### src/rtl/seq_divider16_pkg.sv
// Shared types and sizing for the sequential restoring divider.
// Holds the FSM encoding, the default operand width and the step-counter width.
package seq_div_pkg;

    localparam int DIV_WIDTH = 16;

    function automatic int cnt_w(input int width);
        return (width > 1) ? $clog2(width) : 1;
    endfunction

    localparam int CNT_W = cnt_w(DIV_WIDTH);

    typedef enum logic [1:0] {
        IDLE = 2'd0,
        RUN  = 2'd1,
        DONE = 2'd2
    } state_e;

endpackage

### src/rtl/seq_divider16_if.sv
// Start/done request bus between a client and the sequential divider.
// Client drives the operands and start; the divider returns status and results.
interface seq_divider16_if
    import seq_div_pkg::*;
#(
    parameter int WIDTH = DIV_WIDTH
) ();

    logic             start;
    logic [WIDTH-1:0] dividend;
    logic [WIDTH-1:0] divisor;
    logic             busy;
    logic             done;
    logic [WIDTH-1:0] quotient;
    logic [WIDTH-1:0] remainder;
    logic             div_by_zero;

    modport master (
        output start, dividend, divisor,
        input  busy, done, quotient, remainder, div_by_zero
    );

    modport slave (
        input  start, dividend, divisor,
        output busy, done, quotient, remainder, div_by_zero
    );

endinterface

### src/rtl/seq_divider16_cla_sub.sv
// Combinational a + ~b + 1 built from 4-bit carry-lookahead groups rippled together.
// Zero latency; cout = 1 means no borrow (a >= b).
module cla_sub #(
    parameter int N = 17
) (
    input  logic [N-1:0] a_i,
    input  logic [N-1:0] b_i,
    output logic [N-1:0] diff_o,
    output logic         cout_o
);

    localparam int G  = (N + 3) / 4;
    localparam int W4 = 4 * G;

    // Padding bits beyond N have g = p = 0, so a partial top group still resolves correctly
    logic [W4-1:0] g_w;
    logic [W4-1:0] p_w;
    logic [N:0]    c_w;

    assign g_w = W4'(a_i & ~b_i);
    assign p_w = W4'(a_i ^ ~b_i);

    always_comb begin
        logic       carry;
        logic [3:0] gg;
        logic [3:0] pp;
        logic [4:0] k;
        c_w   = '0;
        carry = 1'b1;
        gg    = '0;
        pp    = '0;
        k     = '0;
        for (int grp = 0; grp < G; grp++) begin
            gg   = g_w[4*grp +: 4];
            pp   = p_w[4*grp +: 4];
            k[0] = carry;
            k[1] = gg[0] | (pp[0] & k[0]);
            k[2] = gg[1] | (pp[1] & gg[0]) | (pp[1] & pp[0] & k[0]);
            k[3] = gg[2] | (pp[2] & gg[1]) | (pp[2] & pp[1] & gg[0])
                 | (pp[2] & pp[1] & pp[0] & k[0]);
            k[4] = gg[3] | (pp[3] & gg[2]) | (pp[3] & pp[2] & gg[1])
                 | (pp[3] & pp[2] & pp[1] & gg[0]) | (&pp & k[0]);
            for (int b = 0; b < 5; b++) begin
                if (4*grp + b <= N) begin
                    c_w[4*grp + b] = k[b];
                end
            end
            carry = k[4];
        end
    end

    assign diff_o = p_w[N-1:0] ^ c_w[N-1:0];
    assign cout_o = c_w[N];

endmodule

### src/rtl/seq_divider16.sv
// Sequential unsigned restoring divider, one quotient bit per clock.
// Latency WIDTH+1 edges (1 for divide-by-zero); start ignored while busy, no queueing.
module seq_divider16
    import seq_div_pkg::*;
#(
    parameter int WIDTH = DIV_WIDTH
) (
    input  logic            clk,
    input  logic            rst_n,
    seq_divider16_if.slave  div_if
);

    localparam int             CW   = cnt_w(WIDTH);
    localparam logic [CW-1:0]  LAST = CW'(WIDTH - 1);

    state_e           state_q;
    logic [CW-1:0]    cnt_q;
    logic [WIDTH-1:0] q_q;
    logic [WIDTH-1:0] d_q;
    logic [WIDTH:0]   r_q;
    logic [WIDTH-1:0] quot_q;
    logic [WIDTH-1:0] rem_q;
    logic             dbz_q;

    logic [WIDTH:0]   t_d;
    logic [WIDTH:0]   diff_d;
    logic             cout_d;
    logic [WIDTH:0]   r_d;
    logic [WIDTH-1:0] q_d;

    cla_sub #(
        .N (WIDTH + 1)
    ) u_sub (
        .a_i    (t_d),
        .b_i    ({1'b0, d_q}),
        .diff_o (diff_d),
        .cout_o (cout_d)
    );

    // One restoring step: shift the next dividend bit into R, keep the difference if no borrow
    always_comb begin
        t_d = {r_q[WIDTH-1:0], q_q[WIDTH-1]};
        r_d = t_d;
        q_d = {q_q[WIDTH-2:0], 1'b0};
        if (cout_d) begin
            r_d = diff_d;
            q_d = {q_q[WIDTH-2:0], 1'b1};
        end
    end

    always_ff @(posedge clk or negedge rst_n) begin
        if (!rst_n) begin
            state_q <= IDLE;
            cnt_q   <= '0;
            q_q     <= '0;
            d_q     <= '0;
            r_q     <= '0;
            quot_q  <= '0;
            rem_q   <= '0;
            dbz_q   <= 1'b0;
        end else begin
            case (state_q)
                IDLE: begin
                    if (div_if.start) begin
                        q_q   <= div_if.dividend;
                        d_q   <= div_if.divisor;
                        r_q   <= '0;
                        cnt_q <= '0;
                        dbz_q <= 1'b0;
                        if (div_if.divisor == '0) begin
                            state_q <= DONE;
                            quot_q  <= '1;
                            rem_q   <= div_if.dividend;
                            dbz_q   <= 1'b1;
                        end else begin
                            state_q <= RUN;
                        end
                    end
                end
                RUN: begin
                    r_q   <= r_d;
                    q_q   <= q_d;
                    cnt_q <= cnt_q + 1'b1;
                    if (cnt_q == LAST) begin
                        state_q <= DONE;
                        quot_q  <= q_d;
                        rem_q   <= r_d[WIDTH-1:0];
                        dbz_q   <= 1'b0;
                    end
                end
                DONE: begin
                    state_q <= IDLE;
                end
                default: begin
                    state_q <= IDLE;
                end
            endcase
        end
    end

    // R stays below D, so its top bit is only needed as headroom for the subtractor
    a_r_bound: assert property (@(posedge clk) disable iff (!rst_n) (r_q[WIDTH] == 1'b0));

    assign div_if.busy        = (state_q != IDLE);
    assign div_if.done        = (state_q == DONE);
    assign div_if.quotient    = quot_q;
    assign div_if.remainder   = rem_q;
    assign div_if.div_by_zero = dbz_q;

endmodule

### src/flat_wrapper.sv
// flat-port wrapper written by rule: the top's interface ports become plain ports
module seq_divider16_flat import seq_div_pkg::*;
#(
    parameter int WIDTH = DIV_WIDTH
)
  (clk, rst_n, div_if_start, div_if_dividend, div_if_divisor, div_if_busy, div_if_done, div_if_quotient, div_if_remainder, div_if_div_by_zero);
  seq_divider16_if #(.WIDTH(WIDTH)) div_if_i ();
  input  logic clk;
  input  logic rst_n;
  input wire logic [$bits(div_if_i.start)-1:0] div_if_start;
  input wire logic [$bits(div_if_i.dividend)-1:0] div_if_dividend;
  input wire logic [$bits(div_if_i.divisor)-1:0] div_if_divisor;
  output wire logic [$bits(div_if_i.busy)-1:0] div_if_busy;
  output wire logic [$bits(div_if_i.done)-1:0] div_if_done;
  output wire logic [$bits(div_if_i.quotient)-1:0] div_if_quotient;
  output wire logic [$bits(div_if_i.remainder)-1:0] div_if_remainder;
  output wire logic [$bits(div_if_i.div_by_zero)-1:0] div_if_div_by_zero;
  assign div_if_i.start = div_if_start;
  assign div_if_i.dividend = div_if_dividend;
  assign div_if_i.divisor = div_if_divisor;
  assign div_if_busy = div_if_i.busy;
  assign div_if_done = div_if_i.done;
  assign div_if_quotient = div_if_i.quotient;
  assign div_if_remainder = div_if_i.remainder;
  assign div_if_div_by_zero = div_if_i.div_by_zero;
  seq_divider16 #(.WIDTH(WIDTH)) u_core (.clk(clk), .rst_n(rst_n), .div_if(div_if_i));
endmodule
### config.mk
export PLATFORM = sky130hd
export DESIGN_NAME = seq_divider16_flat
export DESIGN_NICKNAME = d
export VERILOG_FILES = /design/src/rtl/seq_divider16_pkg.sv /design/src/rtl/seq_divider16_if.sv /design/src/rtl/seq_divider16_cla_sub.sv /design/src/rtl/seq_divider16.sv /design/src/flat_wrapper.sv
export SDC_FILE = /design/constraint.sdc
export NUM_CORES = 1
export LEC_CHECK = 0
export BUFFER_PORTS_ARGS = -buffer_cell sky130_fd_sc_hd__buf_2
export CORE_ASPECT_RATIO = 1.75
export CORE_MARGIN = 2
export CORE_UTILIZATION = 55
export CTS_CLUSTER_DIAMETER = 200
export DETAILED_ROUTE_END_ITERATION = 7
export MAX_ROUTING_LAYER = met4
export PLACE_DENSITY = 0.83
export SLEW_MARGIN = 30
export SYNTH_ARGS = -nofsm -noshare
export SYNTH_HDL_FRONTEND = slang
export SYNTH_SLANG_ARGS = --single-unit
### constraint.sdc
create_clock -name clk -period 2.9 [get_ports clk]
set_input_delay 0.58 -clock clk [delete_from_list [all_inputs] [get_ports clk]]
set_output_delay 0.58 -clock clk [all_outputs]
set_load 0.03 [all_outputs]
==> flow_metrics.env <==
export IMPL_post_detailed_placement_half_perimeter_wirelength_mm=8.71
export IMPL_cts_hold_buf=0
export IMPL_synth_area_per_cell_um2=9.37
export IMPL_areaGrowthSynthToFinish_pct=16.4
export IMPL_routed_wl_mm=11.7
export IMPL_rsz0062_at_grt="no"
export IMPL_num_fill_cells=665
export IMPL_setup_tns_final_ns=0
export IMPL_num_vias=3940
export IMPL_critical_path_required_ns=3.15
export IMPL_synth_area_leaders="sky130_fd_sc_hd__dfrtp_1 48%, sky130_fd_sc_hd__o21ai_0 6.3%, sky130_fd_sc_hd__nand2_1 5.7%"
export IMPL_synthesis_nets=537
export IMPL_end_kind="register"
export IMPL_path_buf_inv=0
export IMPL_floorplan_die_area_um2=8970
export IMPL_wire_length_of_the_first_global_routing_pass_mm=19.3
export IMPL_cts_tree="built"
export IMPL_crit_slowest_cell="sky130_fd_sc_hd__fa_1"
export IMPL_setup_skew_after_layout_ns=0.00488
export IMPL_timing_critical_path_depth=10
export IMPL_maximum_number_of_pins_on_one_net_before_global_route_repair=45
export IMPL_finish_utilization_pct=65.9
export IMPL_cp_arrival_ns=3.01
export IMPL_post_synth_and_or_nand_nor_area_fraction_pct=14.2
export IMPL_final_nets=605
export IMPL_port_buffer_count=69
export IMPL_drt_first_iter_violations=264
export IMPL_post_route_cells_drive_above_1_share_pct=19.0
export IMPL_synth_seq_area_share_pct=48.3
export IMPL_synth_top_family_by_area="compound AO/OA/AOI/OAI gates"
export IMPL_cts_root_buffer_cell="sky130_fd_sc_hd__clkbuf_16"
export IMPL_netlist_area_um2=4510
export IMPL_initial_utilization_pct=56.6
export IMPL_drcViolationCount=0
export IMPL_grt_overflow_total=0
export IMPL_maxSlewViolCount=0
export IMPL_clock_fmax_mhz=362
export IMPL_post_route_period_util_pct=95.2
export IMPL_placement_rows=43
export IMPL_clockBufferDepth=2
export IMPL_crit_path_cell_trace="ha_1 -> or3_1 -> o22ai_2 -> o21ai_1 -> a21o_1 -> a21oi_1 -> fa_1 -> nand3_1 -> o21ai_1 -> o31ai_1"
export IMPL_routed_wire_length_per_instance_um=18.2
export IMPL_total_core_area_um2=7960
export IMPL_cts_bufs_inserted=9
export IMPL_synth_edff_count=0
export IMPL_run_status="complete, no violations"
export IMPL_reg2regPathDepth=10
export IMPL_timing_max_cap_violations=0
export IMPL_synth_yosys_warnings=0
export IMPL_number_of_register_bits_inferred_by_synthesis=87
export IMPL_synth_compound_gate_area_share_pct=21.8
export IMPL_synth_area_mux_share_pct=2.25
export IMPL_first_pass_iters=4
export IMPL_worst_slew_margin_rel_pct=58.7
export IMPL_yosysTopAreaCellShare_pct=48.3
export IMPL_htreeDepth=3
export IMPL_yosys_area_share_adder_pct=6.33
export IMPL_numClockSinks=87
export IMPL_p_leak_nw=2.32
export IMPL_final_min_clock_period_ns=2.76
export IMPL_drt_vias_per_instance=6.13
export IMPL_synth_xor_area_share_pct=2.14
export IMPL_worst_path_max_fanout=4
export IMPL_timing_critical_path_max_delay_family="compound AO/OA/AOI/OAI gates"
export IMPL_die_height_um=124
export IMPL_hold_viol_final=0
export IMPL_groute_usage_overall_pct=29.1
export IMPL_yosysTopAreaCell="sky130_fd_sc_hd__dfrtp_1"
export IMPL_power_density_nw_per_um2=1500
export IMPL_finalSetupViolations=0
export IMPL_clock_pin_slew_reported_for_the_worst_setup_and_hold_paths_after_clock_tree_synthesis_ns=0.06
export IMPL_slew_of_the_pin_with_the_lowest_slew_margin_ns=0.619
export IMPL_routability_congestion=0.885
export IMPL_number_of_cells_produced_by_synthesis=481
export IMPL_timing_worst_setup_path_type="reg -> reg"
export IMPL_num_antenna_cells=0
export IMPL_clkLatencyLatePin_ns=0.35
export IMPL_vias_in_the_first_global_route=4003
export IMPL_postSynth_asyncResetShare_pct=100
export IMPL_cp_start_kind="register"
export IMPL_vdd_ir_drop_worst_mv=0.776
export IMPL_floorplan_die_width_um=72.4
export IMPL_io_pins=70
export IMPL_crit_path_frequent_cell="sky130_fd_sc_hd__o21ai_1"
export IMPL_min_delay_path_class="in -> async"
export IMPL_biggest_cell_delay_along_the_critical_path_ns=0.41
export IMPL_synthDistinctLibCells=45
export IMPL_route_antenna_remaining_nets=0
export IMPL_dominantRegCellSynth="sky130_fd_sc_hd__dfrtp_1"
export IMPL_grt_antenna_before_repair=0
[cell type report]
class / instances / area, µm² / share of cell area (%)
Sequential cell: 87 / 2180 / 41.5
Tap cell: 90 / 113 / 2.14
Multi-Input combinational cell: 343 / 2110 / 40.2
Inverter: 24 / 90.1 / 1.72
Timing Repair Buffer: 84 / 485 / 9.25
Clock inverter: 1 / 30.0 / 0.572
Clock buffer: 14 / 244 / 4.65
[flip-flops by register name, summed over array words and instances, names as in the netlist]
signal / count
u_core.div_if.div_by_zero: 1
u_core.div_if.remainder: 16
u_core.r_q: 16
u_core.cnt_q: 4
u_core.q_q: 16
u_core.div_if.quotient: 16
u_core.state_q: 2
u_core.d_q: 16
[repair_timing]
item                                    CTS  global route
endpoints found under the hold margin     0             0
gates resized for setup                   0             1
endpoints found under the setup margin    0             1
buffers inserted                          0             0
[synth_stat cells (9+ instances only)]
master	number
sky130_fd_sc_hd__nand3_1	12
sky130_fd_sc_hd__o21ai_0	57
sky130_fd_sc_hd__clkbuf_1	22
sky130_fd_sc_hd__mux2i_1	9
sky130_fd_sc_hd__a31oi_1	16
sky130_fd_sc_hd__xnor2_1	9
sky130_fd_sc_hd__ha_1	18
sky130_fd_sc_hd__o21a_1	13
sky130_fd_sc_hd__nand2_1	68
sky130_fd_sc_hd__nor2_1	38
sky130_fd_sc_hd__dfrtp_1	87
sky130_fd_sc_hd__o22ai_1	12
sky130_fd_sc_hd__o22a_1	15
sky130_fd_sc_hd__inv_1	24
sky130_fd_sc_hd__a21oi_1	13
[per-stage QoR]
| stage | cell area [µm²] | setup WS, ns | std cells | power (mW) | hold WS [ns] |
|---|---|---|---|---|---|
| 2_1_floorplan | 4510 | 0.338 | 481 | 5.56 | 0.284 |
| 3_3_place_gp | 4970 | 0.201 | 628 | 6.53 | 0.470 |
| 3_5_place_dp | 4970 | 0.118 | 628 | 6.68 | 0.472 |
| 4_1_cts | 5250 | 0.0886 | 643 | 7.85 | 0.252 |
| 5_1_grt | 5250 | 0.0146 | 643 | 8.45 | 0.276 |
| 6_report | 5250 | 0.141 | 643 | 7.86 | 0.233 |
[metal layers]
metal / part of all wire [%] / vias up / track usage (%) / wire length, µm
li1: - / 1840 / - / -
met1: 39 / 1932 / 33.1 / 4530
met2: 53 / 133 / 48.2 / 6170
met3: 4.3 / 35 / 5.42 / 505
met4: 4.1 / 0 / 15.7 / 483
met5: 0 / - / - / 0
[final timing paths]
kind,startpoint,to,slack [ns]
worst max-delay path,u_core.r_q[2],u_core.div_if.remainder[8],0.14
worst min-delay path,rst_n,u_core.div_if.quotient[10],0.23
worst max register to register,u_core.r_q[2],u_core.div_if.remainder[8],0.14
worst min register to register,u_core.div_if.quotient[1],u_core.div_if.quotient[1],0.48
max in group asynchronous,rst_n,u_core.cnt_q[3],2.02
min in group clk,div_if_divisor[14],u_core.d_q[14],0.46
[cell families (layout without fill, tap and decap cells)]
logic type / Yosys count / count (layout)
AND/OR/NAND/NOR: 144 / 144
XOR/XNOR: 11 / 11
flip-flops: 87 / 87
AO/OA/AOI/OAI: 157 / 157
buffers and inverters: 51 / 123
adder cells (fa/ha/maj): 21 / 21
multiplexers: 10 / 10
[cells in the final DEF, fill, tap and decap left out, drive strengths merged, types with 5 or more instances in the layout]
master  synthesis  layout
clkbuf         22      14
nand3          13      13
nor4            5       5
a31oi          16      16
o22ai          13      13
inv            24      24
o22a           15      15
dfrtp          87      87
o31ai           8       8
xnor2           9       9
buf             5      84
or2             5       5
mux2i           9       9
nand2          68      68
o21a           14      14
a21oi          13      13
ha             18      18
nor2           38      38
o21ai          63      63
[where the power goes]
| group | switching [mW] | internal (mW) | total, mW | leakage (nW) |
|---|---|---|---|---|
| logic | 2.82 | 1.76 | 4.57 | 1.21 |
| clock network | 0.447 | 0.664 | 1.11 | 0.131 |
| registers | 0.383 | 1.79 | 2.17 | 0.979 |
(Power assumes the default switching activity.)
